==> src/rtl/fill_blitter.sv <==
// rtl/fill_blitter.sv - rectangle fill engine streaming raster-order pixel writes to a framebuffer
// Define FILL_BLITTER_CLIP_EN to clip rectangles to the H_RES x V_RES framebuffer.
module fill_blitter #(
  parameter int H_RES = 320,
  parameter int V_RES = 240
) (
  input  logic        clk,
  input  logic        rst,
  input  logic        cmd_valid,
  output logic        cmd_ready,
  input  logic [8:0]  cmd_x,
  input  logic [7:0]  cmd_y,
  input  logic [8:0]  cmd_w,
  input  logic [7:0]  cmd_h,
  input  logic [7:0]  cmd_color,
  output logic        wr_valid,
  input  logic        wr_ready,
  output logic [16:0] wr_addr,
  output logic [7:0]  wr_data,
  output logic        busy,
  output logic        done
);
  typedef enum logic [1:0] {IDLE, RUN, DONE} state_t;
  state_t state, state_nxt;

  localparam logic [16:0] ROW_STEP = 17'(H_RES);

  logic [8:0]  w_eff, w_reg, col_left;
  logic [7:0]  h_eff, row_left;
  logic [16:0] row_base, start_addr;
  logic        accept, hs, last_col, last_pix;

`ifdef FILL_BLITTER_CLIP_EN
  localparam logic [9:0] HR = 10'(H_RES);
  localparam logic [8:0] VR = 9'(V_RES);
  logic [9:0] x_room;
  logic [8:0] y_room;

  always_comb begin
    x_room = ({1'b0, cmd_x} >= HR) ? 10'd0 : HR - {1'b0, cmd_x};
    y_room = ({1'b0, cmd_y} >= VR) ? 9'd0 : VR - {1'b0, cmd_y};
    w_eff  = ({1'b0, cmd_w} < x_room) ? cmd_w : x_room[8:0];
    h_eff  = ({1'b0, cmd_h} < y_room) ? cmd_h : y_room[7:0];
  end
`else
  assign w_eff = cmd_w;
  assign h_eff = cmd_h;
`endif

  // One multiply per command for the start address; per-pixel stepping is additive.
  assign start_addr = 17'(32'(cmd_y) * 32'(ROW_STEP) + 32'(cmd_x));

  assign accept   = cmd_valid && (state == IDLE);
  assign hs       = (state == RUN) && wr_ready;
  assign last_col = (col_left == 9'd1);
  assign last_pix = last_col && (row_left == 8'd1);

  assign cmd_ready = (state == IDLE);
  assign wr_valid  = (state == RUN);
  assign busy      = (state != IDLE);
  assign done      = (state == DONE);

  always_ff @(posedge clk or posedge rst) begin
    if (rst) state <= IDLE;
    else     state <= state_nxt;
  end

  always_comb begin
    state_nxt = state;
    case (state)
      IDLE: if (cmd_valid) state_nxt = (w_eff == 9'd0 || h_eff == 8'd0) ? DONE : RUN;
      RUN:  if (wr_ready && last_pix) state_nxt = DONE;
      DONE: state_nxt = IDLE;
      default: state_nxt = IDLE;
    endcase
  end

  always_ff @(posedge clk or posedge rst) begin
    if (rst) begin
      wr_addr  <= '0;
      wr_data  <= '0;
      row_base <= '0;
      w_reg    <= '0;
      col_left <= '0;
      row_left <= '0;
    end else if (accept) begin
      wr_addr  <= start_addr;
      row_base <= start_addr;
      wr_data  <= cmd_color;
      w_reg    <= w_eff;
      col_left <= w_eff;
      row_left <= h_eff;
    end else if (hs) begin
      // Address after the final pixel runs on to the next row, but wr_valid is already low.
      if (last_col) begin
        wr_addr  <= row_base + ROW_STEP;
        row_base <= row_base + ROW_STEP;
        col_left <= w_reg;
        row_left <= row_left - 8'd1;
      end else begin
        wr_addr  <= wr_addr + 17'd1;
        col_left <= col_left - 9'd1;
      end
    end
  end
endmodule

==> config.mk <==
export PLATFORM = sky130hd
export DESIGN_NAME = fill_blitter
export DESIGN_NICKNAME = d
export VERILOG_FILES = /design/src/rtl/fill_blitter.sv
export SDC_FILE = /design/constraint.sdc
export NUM_CORES = 1
export LEC_CHECK = 0
export CAP_MARGIN = 20
export CORE_MARGIN = 2
export CORE_UTILIZATION = 50
export CTS_BUF_LIST = sky130_fd_sc_hd__clkbuf_8
export DETAILED_ROUTE_END_ITERATION = 12
export PLACE_DENSITY_LB_ADDON = 0.08
export SLEW_MARGIN = 10
export SYNTH_ARGS = -nofsm -noshare
export SYNTH_HDL_FRONTEND = slang
export SYNTH_SLANG_ARGS = --single-unit
==> constraint.sdc <==
create_clock -name clk -period 4.6 [get_ports clk]
set_clock_uncertainty 0.1 [all_clocks]
set_input_delay 0.92 -clock clk [delete_from_list [all_inputs] [get_ports clk]]
set_output_delay 0.92 -clock clk [all_outputs]
set_load 0.02 [all_outputs]
==> metrics.txt <==
GR Overflow Total 0; power per cell area 495 nW/um^2; worst r2r src col_left[2]; simple-gate share of the synthesized area 25.4%; Sink Count 70; RSZ-0062 raised after global routing false; worst skew pair latency 360 ps; sequential share of the synthesized area 37.9%; post-synthesis mux area share 1.54%; post-route ant nets 0; Root Driver clkbuf_8; count of cell types in the netlist 65; Slew HR 42.0%; core footprint 9110 um^2; DR vias/cell 5.92; Rows 35; fin crit period 3670 ps; Final setup viols 0; terminus of the critical flop-to-flop path wr_addr[12]; pin count of the biggest net entering global routing 66; wire length per cell 16.1 um; fin crit share 79.8%; Cells after Synth 553; Detail Placement HPWL 8.38 mm; # hold bufs at CTS 0; post-cts resize count 0; Worst-path clk slew 80 ps; crit path to wr_addr[14]; Post-Syn Nets 622; Pleak 2.50 nW; Final Hold Fails 0; total power 0.00282 W; final total negative setup slack 0 ps; die height 100 um; DR vias 4,362; CP arrival 3820 ps; critical path class input port to flop; clk buf depth 2; Crit Path Max Fanout 3; # H-tree levels 3; asr flop ratio synth 100%; Largest regs row_base x17, wr_addr x17; Port Buffers 74; largest family of logic cells by synthesized area simple AND/OR/NAND/NOR gates; ys flop type dfrtp_1; Startpoint Class input port; first drt pass iteration count 5; Synth top area share 37.9%; TritonCTS clock tree built; Post-synth EDFFs 0; Slew Viols, Final 0; vias in the first global route 4,136; Max IR drop VDD 0.000266 V; Max-Cap Viols 0; GRT Total Usage 24.6%; Initial DRC Count 188; fmax 0.273 GHz; Layout area overhead 23.0%; die area 10,000 um^2; Least-Margin Pin Slew 869 ps; cts bufs inserted 9; worst r2r path cells 6; most common cell in the netlist nand2_1; top cells by area, synth dfrtp_1, nand2_1, ha_1, o21ai_0, a21oi_1; Residual DRC 0; first-pass GRT wire length 19.9 mm; Initial Util 50.8%; Setup crit end kind flop; synth cell count leaders nand2_1, dfrtp_1, nor2_1, o21ai_0, a21oi_1; die width 100 um; post-synth top area cell dfrtp_1; GP Congestion 0.836; fin area 5690 um^2; syn avg cell area 8.37 um^2; layout cells sized above 1 6.87%; r2r setup slk 1970 ps; Ant. Diodes 0; Hold WS 372 ps; I/O pin cnt 75; antenna violations before repair 0; CP Launch Point cmd_y[1]; routed wire length 11.9 mm; post-CTS setup buffer count 0; Fillers 811; FF+latch count, synth 70; Synth Cell Area 4630 um^2; Synth Area in Adders 6.54%; warnings from Yosys 0; Synth Area in Compound Gates 19.8%; Post-DP Area 5480 um^2; XOR/XNOR Fraction of Synth Area 5.44%; status finished clean; CP required 4750 ps; Nets 690; Hold Path Class flop to flop
cells in the final DEF (no fill, tap or decap), types with 10 or more instances in the layout:
cell | netlist | routed
inv_1 | 13 | 12
clkdlybuf4s50_1 | 0 | 74
nand3_1 | 24 | 24
a31oi_1 | 10 | 10
xnor2_1 | 15 | 15
o21ai_0 | 37 | 37
nand2_1 | 116 | 115
ha_1 | 21 | 21
xor2_1 | 11 | 11
nor2_1 | 40 | 40
dfrtp_1 | 70 | 70
a21oi_1 | 36 | 36
power by group:
part	internal (W)	switching [W]
clock network	0.000251	0.000260
registers	0.000866	0.000291
logic	0.000561	0.000590
total	0.00168	0.00114
through the flow:
stage          setup slack, ps  util [%]  instances
3_3_place_gp               660      60.2        720
2_1_floorplan             1340         -        553
6_report                   930      62.5        737
5_1_grt                    812      62.5        737
4_1_cts                    938      62.3        736
3_5_place_dp               596      60.2        720
routing by layer:
layer,wire (um),GRT usage (%),up-vias
met2,5640,40.4,116
met1,5540,33.7,2108
met4,188,7.90,0
met5,0,0,-
met3,532,3.62,17
li1,-,-,2121
area by class of cell:
class | instances | area (um^2) | area share [%]
clock buffers | 9 | 124 | 2.18
multi-input cells | 443 | 2720 | 47.8
well taps | 111 | 139 | 2.44
clock inverters | 7 | 72.6 | 1.28
repair buffers | 84 | 832 | 14.6
flip-flops and latches | 70 | 1750 | 30.8
inverters | 13 | 48.8 | 0.858
worst min-delay path by stage:
stage / start / slack [ps] / endpoint / cells past startpoint
final: row_base[3] / 370 / row_base[3] / 1
after global routing: row_base[3] / 400 / row_base[3] / 1
after CTS: row_base[3] / 370 / row_base[3] / 1
after detailed placement: row_base[3] / 360 / row_base[3] / 1
after global placement: row_base[3] / 350 / row_base[3] / 1
after floorplan: row_base[3] / 340 / row_base[3] / 1
critical path: stages:
cell,delay [ps]
clkdlybuf4s50_1,460
ha_1,320
ha_1,240
fa_1,410
a211o_1,350
o21ai_0,110
xor2_1,150
nor4_1,380
xnor2_1,180
a221oi_1,300
kinds of logic (layout without fill, tap and decap cells):
group                      Yosys count  after routing
and+or+nand+nor                    243            243
AOI/OAI and AO/OA                  143            143
DFF                                 70             70
buffers and inverters               40            113
xor gates and xnor gates            27             27
adders and majority gates           23             23
muxes                                7              7
No activity file was read; power rests on OpenSTA's default activity.
==> patch 1 (config.mk and constraints unchanged) <==
Reset style: synchronous (`rst`), changed in 2 clocked blocks.
--- a/src/rtl/fill_blitter.sv
+++ b/src/rtl/fill_blitter.sv
@@ -62,3 +62,3 @@
 
-  always_ff @(posedge clk or posedge rst) begin
+  always_ff @(posedge clk) begin
     if (rst) state <= IDLE;
@@ -77,3 +77,3 @@
 
-  always_ff @(posedge clk or posedge rst) begin
+  always_ff @(posedge clk) begin
     if (rst) begin
Check against the original RTL: differs if rst is asserted again (counterexample within 4 cycles, from zero or initial values and one cycle with rst high); with rst held inactive, the same outputs for 4 cycles.
==> patch 1 against the original RTL <==
  * Register-to-register slack got worse by 370 ps
  * Wire length increased by 3.8%
  * Critical endpoint is now wr_addr[16]
  * Sequential cell count stayed put
  * Total power is 30% lower
  * Final area shrank 5.6%
  * Setup slack better by 96 ps
  * Fmax is 2.7% higher
  * Area after synthesis fell by 5.4%
  * Highest routed layer unchanged
==> patch 1: results (changes against the original RTL) <==
| Metric | Value |
|---|---|
| GRT Total Usage | 25.5% (was 24.6%) |
| WL met3 | 709 um (was 532 um) |
| Met1 GRT Util | 34.4% (was 33.7%) |
| Dpl ws | 695 ps (was 596 ps) |
| Reg2reg start | col_left[0] (was col_left[2]) |
| Number of global-route vias before repair | 4112 (was 4136) |
| Routability cong. | 0.857 (was 0.836) |
| Drt wl/cell | 16.5 um (was 16.1 um) |
| Hpwl dp | 8420 um (was 8380 um) |
| Crit-path slowest cell | a211oi_1 (was clkdlybuf4s50_1) |
| Hold wc startpoint | wr_data[7] (was row_base[3]) |
| Post-synthesis mux area share | 0.457% (was 1.54%) |
| Post-synth top cells | nand2_1, dfxtp_1, a21oi_1 (was nand2_1, dfrtp_1, nor2_1) |
| DP Area | 0.00513 sq mm (was 0.00548 sq mm) |
| Htree depth | 3 (unchanged) |
| CTS buffer count | 9 (unchanged) |
| Synth top area cells | dfxtp_1, nand2_1, a21oi_1 (was dfrtp_1, nand2_1, ha_1) |
| First-pass GRT wire length | 20000 um (was 19900 um) |
| Via density | 6.03 (was 5.92) |
| Met2 Wirelength | 5730 um (was 5640 um) |
| Critical Path Sink | wr_addr[16] (was wr_addr[14]) |
| Fraction of registers with async set/reset | 0% (was 100%) |
| P_leak | 2.01 nW (was 2.50 nW) |
| Post-CTS Setup Inserts | 0 (unchanged) |
| Worst R2R End | row_base[15] (was wr_addr[12]) |
| Share of post-route cells with drive strength above 1 | 5.63% (was 6.87%) |
| Mapped Nets | 648 (was 622) |
| MaxCap Viol Count | 0 (unchanged) |
| Netlist cell types | 63 (was 65) |
| Initial drt markers | 409 (was 188) |
| Worst Hold End | wr_data[7] (was row_base[3]) |
| R2R Setup Slk | 1600 ps (was 1970 ps) |
| Synth Area in Adders | 6.91% (was 6.54%) |
| Slowest stage delay, CP | 470 ps |
| DRT met1 WL | 5650 um (was 5540 um) |
| Post-CTS sizing | 0 (unchanged) |
| Fin Hold WS | 354 ps (was 372 ps) |
| VDD IR max | 246 uV (was 266 uV) |
| Status | finished clean (unchanged) |
| Worst-case clock buffer depth | 2 (unchanged) |
| Worst reg-to-reg path cell count | 7 (was 6) |
| Placed Instances | 731 (was 720) |
| Worst relative slew slack | 44.5% (was 42.0%) |
| Fill cell count | 762 (was 811) |
| Final Critical Period | 3570 ps (was 3670 ps) |
| Met3 GRT Util | 3.96% (was 3.62%) |
| Largest net degree at the start of global routing | 60 (was 66) |
| CP arrival | 3730 ps (was 3820 ps) |
| Synth Area in XOR/XNOR | 5.60% (was 5.44%) |
| Global routing usage on met2 | 40.8% (was 40.4%) |
| Number of warnings issued by yosys | 0 (unchanged) |
| Crit path max fanout | 4 (was 3) |
| Hold Crit Depth | 2 (was 1) |
| Seq/Total Area, Yosys | 32.0% (was 37.9%) |
| Synth Area in Compound Gates | 25.5% (was 19.8%) |
| Uppermost routed layer | met4 (unchanged) |
| Clock transition at the registers of the reported paths | 80 ps (about the same) |
| Final WL | 12300 um (was 11900 um) |
| Final net count | 703 (was 690) |
| Cells after Synth | 579 (was 553) |
[patch 1: changes by cell type in the layout (fill, tap and decap cells not counted), moves of 6 or more]
cell | unedited run | this run
nand2_1 | 115 | 93
dfxtp_1 | 0 | 70
xor2_1 | 11 | 18
nor3_1 | 8 | 18
nand3_1 | 24 | 8
o21ai_0 | 37 | 43
nand4_1 | 4 | 10
dfrtp_1 | 70 | 0
nor2_1 | 40 | 56
a21oi_1 | 36 | 67
[patch 1: layout make-up]
cell class	instances	area [sq um]	area share, %
well taps	108	135	2.51
flip-flops and latches	70	1400	26.1
clock buffers	9	124	2.31
inverters	11	41.3	0.768
clock inverters	7	115	2.14
multi-input cells	462	2780	51.7
repair buffers	80	781	14.5
[patch 1: tightest hold or removal path, cell delays in order, from the launching register on]
cell	delay (ps)
dfxtp_1	310
nand2_1	50
a21oi_1	50
[patch 1: power by group]
group	internal, mW	switching (mW)	leakage (nW)
Sequential	0.671	0.0752	0.575
Clock	0.358	0.243	0.126
Combinational	0.265	0.352	1.31
==> patch 2 (config.mk and constraints unchanged) <==
Without the edit above. Add a define of `FILL_BLITTER_CLIP_EN`.
--- a/src/rtl/fill_blitter.sv
+++ b/src/rtl/fill_blitter.sv
@@ -2,2 +2,4 @@
 // Define FILL_BLITTER_CLIP_EN to clip rectangles to the H_RES x V_RES framebuffer.
+`define FILL_BLITTER_CLIP_EN
+
 module fill_blitter #(
Function: changed (a bounded check fails within 4 cycles, from zero or initial values and one cycle with rst high).
==> patch 2 against the original RTL <==
  * Critical path depth increased by 4
  * Non-clock buffer count increased by 8
  * Wire length increased by 32%
  * Final area increased by 18%
  * Sequential cell count unchanged
  * Area after synthesis increased by 19%
  * Sequential share of layout area decreased by 4.6 points
  * Clock power increased by 22%
  * Total power increased by 21%
  * Setup slack got worse by 290 ps
==> patch 2: results (changes against the original RTL) <==
| Metric | Value |
|---|---|
| Status | finished clean (unchanged) |
| Final Critical Period | 3950 ps (was 3670 ps) |
| Post-synth top cells | nand2_1, dfrtp_1, a21oi_1 (was nand2_1, dfrtp_1, nor2_1) |
| P_leak | 2.87 nW (was 2.50 nW) |
| Drt wl/cell | 17.4 um (was 16.1 um) |
| Fill cell count | 934 (was 811) |
| Worst R2R End | state[1] (was wr_addr[12]) |
| Worst reg-to-reg path cell count | 9 (was 6) |
| First-pass GRT wire length | 25800 um (was 19900 um) |
| Setup crit start | cmd_y[0] (was cmd_y[1]) |
| Most frequent cell after synthesis | nand2_1 (unchanged) |
| Routability cong. | 0.920 (was 0.836) |
| Mapped Nets | 765 (was 622) |
| Via density | 6.01 (was 5.92) |
| Initial drt markers | 351 (was 188) |
| Critical Path Sink | row_left[1] (was wr_addr[14]) |
| Dpl ws | 289 ps (was 596 ps) |
| Slowest stage delay, CP | 530 ps (was 460 ps) |
| R2R Setup Slk | 1790 ps (was 1970 ps) |
| Share of post-route cells with drive strength above 1 | 8.83% (was 6.87%) |
| Largest net degree at the start of global routing | 48 (was 66) |
| CP delay by family, top | compound AO/OA/AOI/OAI gates (was adder cells) |
| VDD IR max | 271 uV (was 266 uV) |
| Synth top area cells | dfrtp_1, ha_1, nand2_1 (was dfrtp_1, nand2_1, ha_1) |
| Crit path max fanout | 7 (was 3) |
| Reg2reg start | col_left[1] (was col_left[2]) |
| Final net count | 840 (was 690) |
| Clock transition at the registers of the reported paths | 90 ps |
| Seq/Total Area, Yosys | 31.7% (was 37.9%) |
## patch 2: stage by stage
stage	instances	util [%]	power [mW]	cell area, sq um
4_1_cts	899	62.1	3.42	6700
3_5_place_dp	883	59.8	2.79	6450
2_1_floorplan	679	-	2.21	5520
5_1_grt	899	62.1	3.69	6700
6_report	899	62.1	3.42	6700
3_3_place_gp	883	59.8	2.74	6450
## patch 2: worst reg2reg max path, cell delays in order (launching register included)
cell and delay (ps):
dfrtp_1 400, inv_1 110, ha_1 180, or4b_4 510
nor2_2 370, buf_4 330, nand3_1 160, nor3b_1 300
or2_2 160, o31a_1 120
## patch 2: kinds of logic after synthesis
| kind of cell | synth area share [%] |
|---|---|
| flip-flops | 31.7 |
| buffers and inverters | 4.33 |
| AO/OA/AOI/OAI | 21.7 |
| adder cells (fa/ha/maj) | 9.33 |
| multiplexers | 3.47 |
| AND/OR/NAND/NOR | 24.1 |
| XOR/XNOR | 5.39 |
## patch 2: power breakdown
| part | total [mW] | switching (mW) | internal (mW) | leakage (nW) |
|---|---|---|---|---|
| logic | 1.61 | 0.870 | 0.736 | 1.91 |
| registers | 1.19 | 0.295 | 0.898 | 0.843 |
| clock network | 0.623 | 0.249 | 0.374 | 0.124 |
| total | 3.42 | 1.41 | 2.01 | 2.87 |
## patch 2: final cells by class
class                           instances  share of cell area (%)
Tap cell                              140                    2.61
Timing Repair Buffer                   92                    13.1
Multi-Input combinational cell        551                    52.8
Clock buffer                           10                    2.05
Clock inverter                          6                    1.64
Inverter                               30                    1.68
Sequential cell                        70                    26.1
## patch 2: worst min-delay path by stage
stage	start	cells after the start	end	slack, ps
floorplan	row_base[5]	2	row_base[5]	350
global placement	wr_data[4]	2	wr_data[4]	360
detailed placement	wr_data[4]	2	wr_data[4]	360
CTS	row_base[2]	1	row_base[2]	380
global route	row_base[2]	1	row_base[2]	410
finish	wr_data[4]	2	wr_data[4]	380
## patch 2: layer usage
layer  track usage [%]  vias up  wire, um  share of wire, %
li1                  -     2628         -                 -
met1              39.2     2555      7260                46
met2              43.1      199      7050                45
met3              5.38       22      1100               7.0
met4              9.43        0       243               1.6
met5                 0        -         0                 0
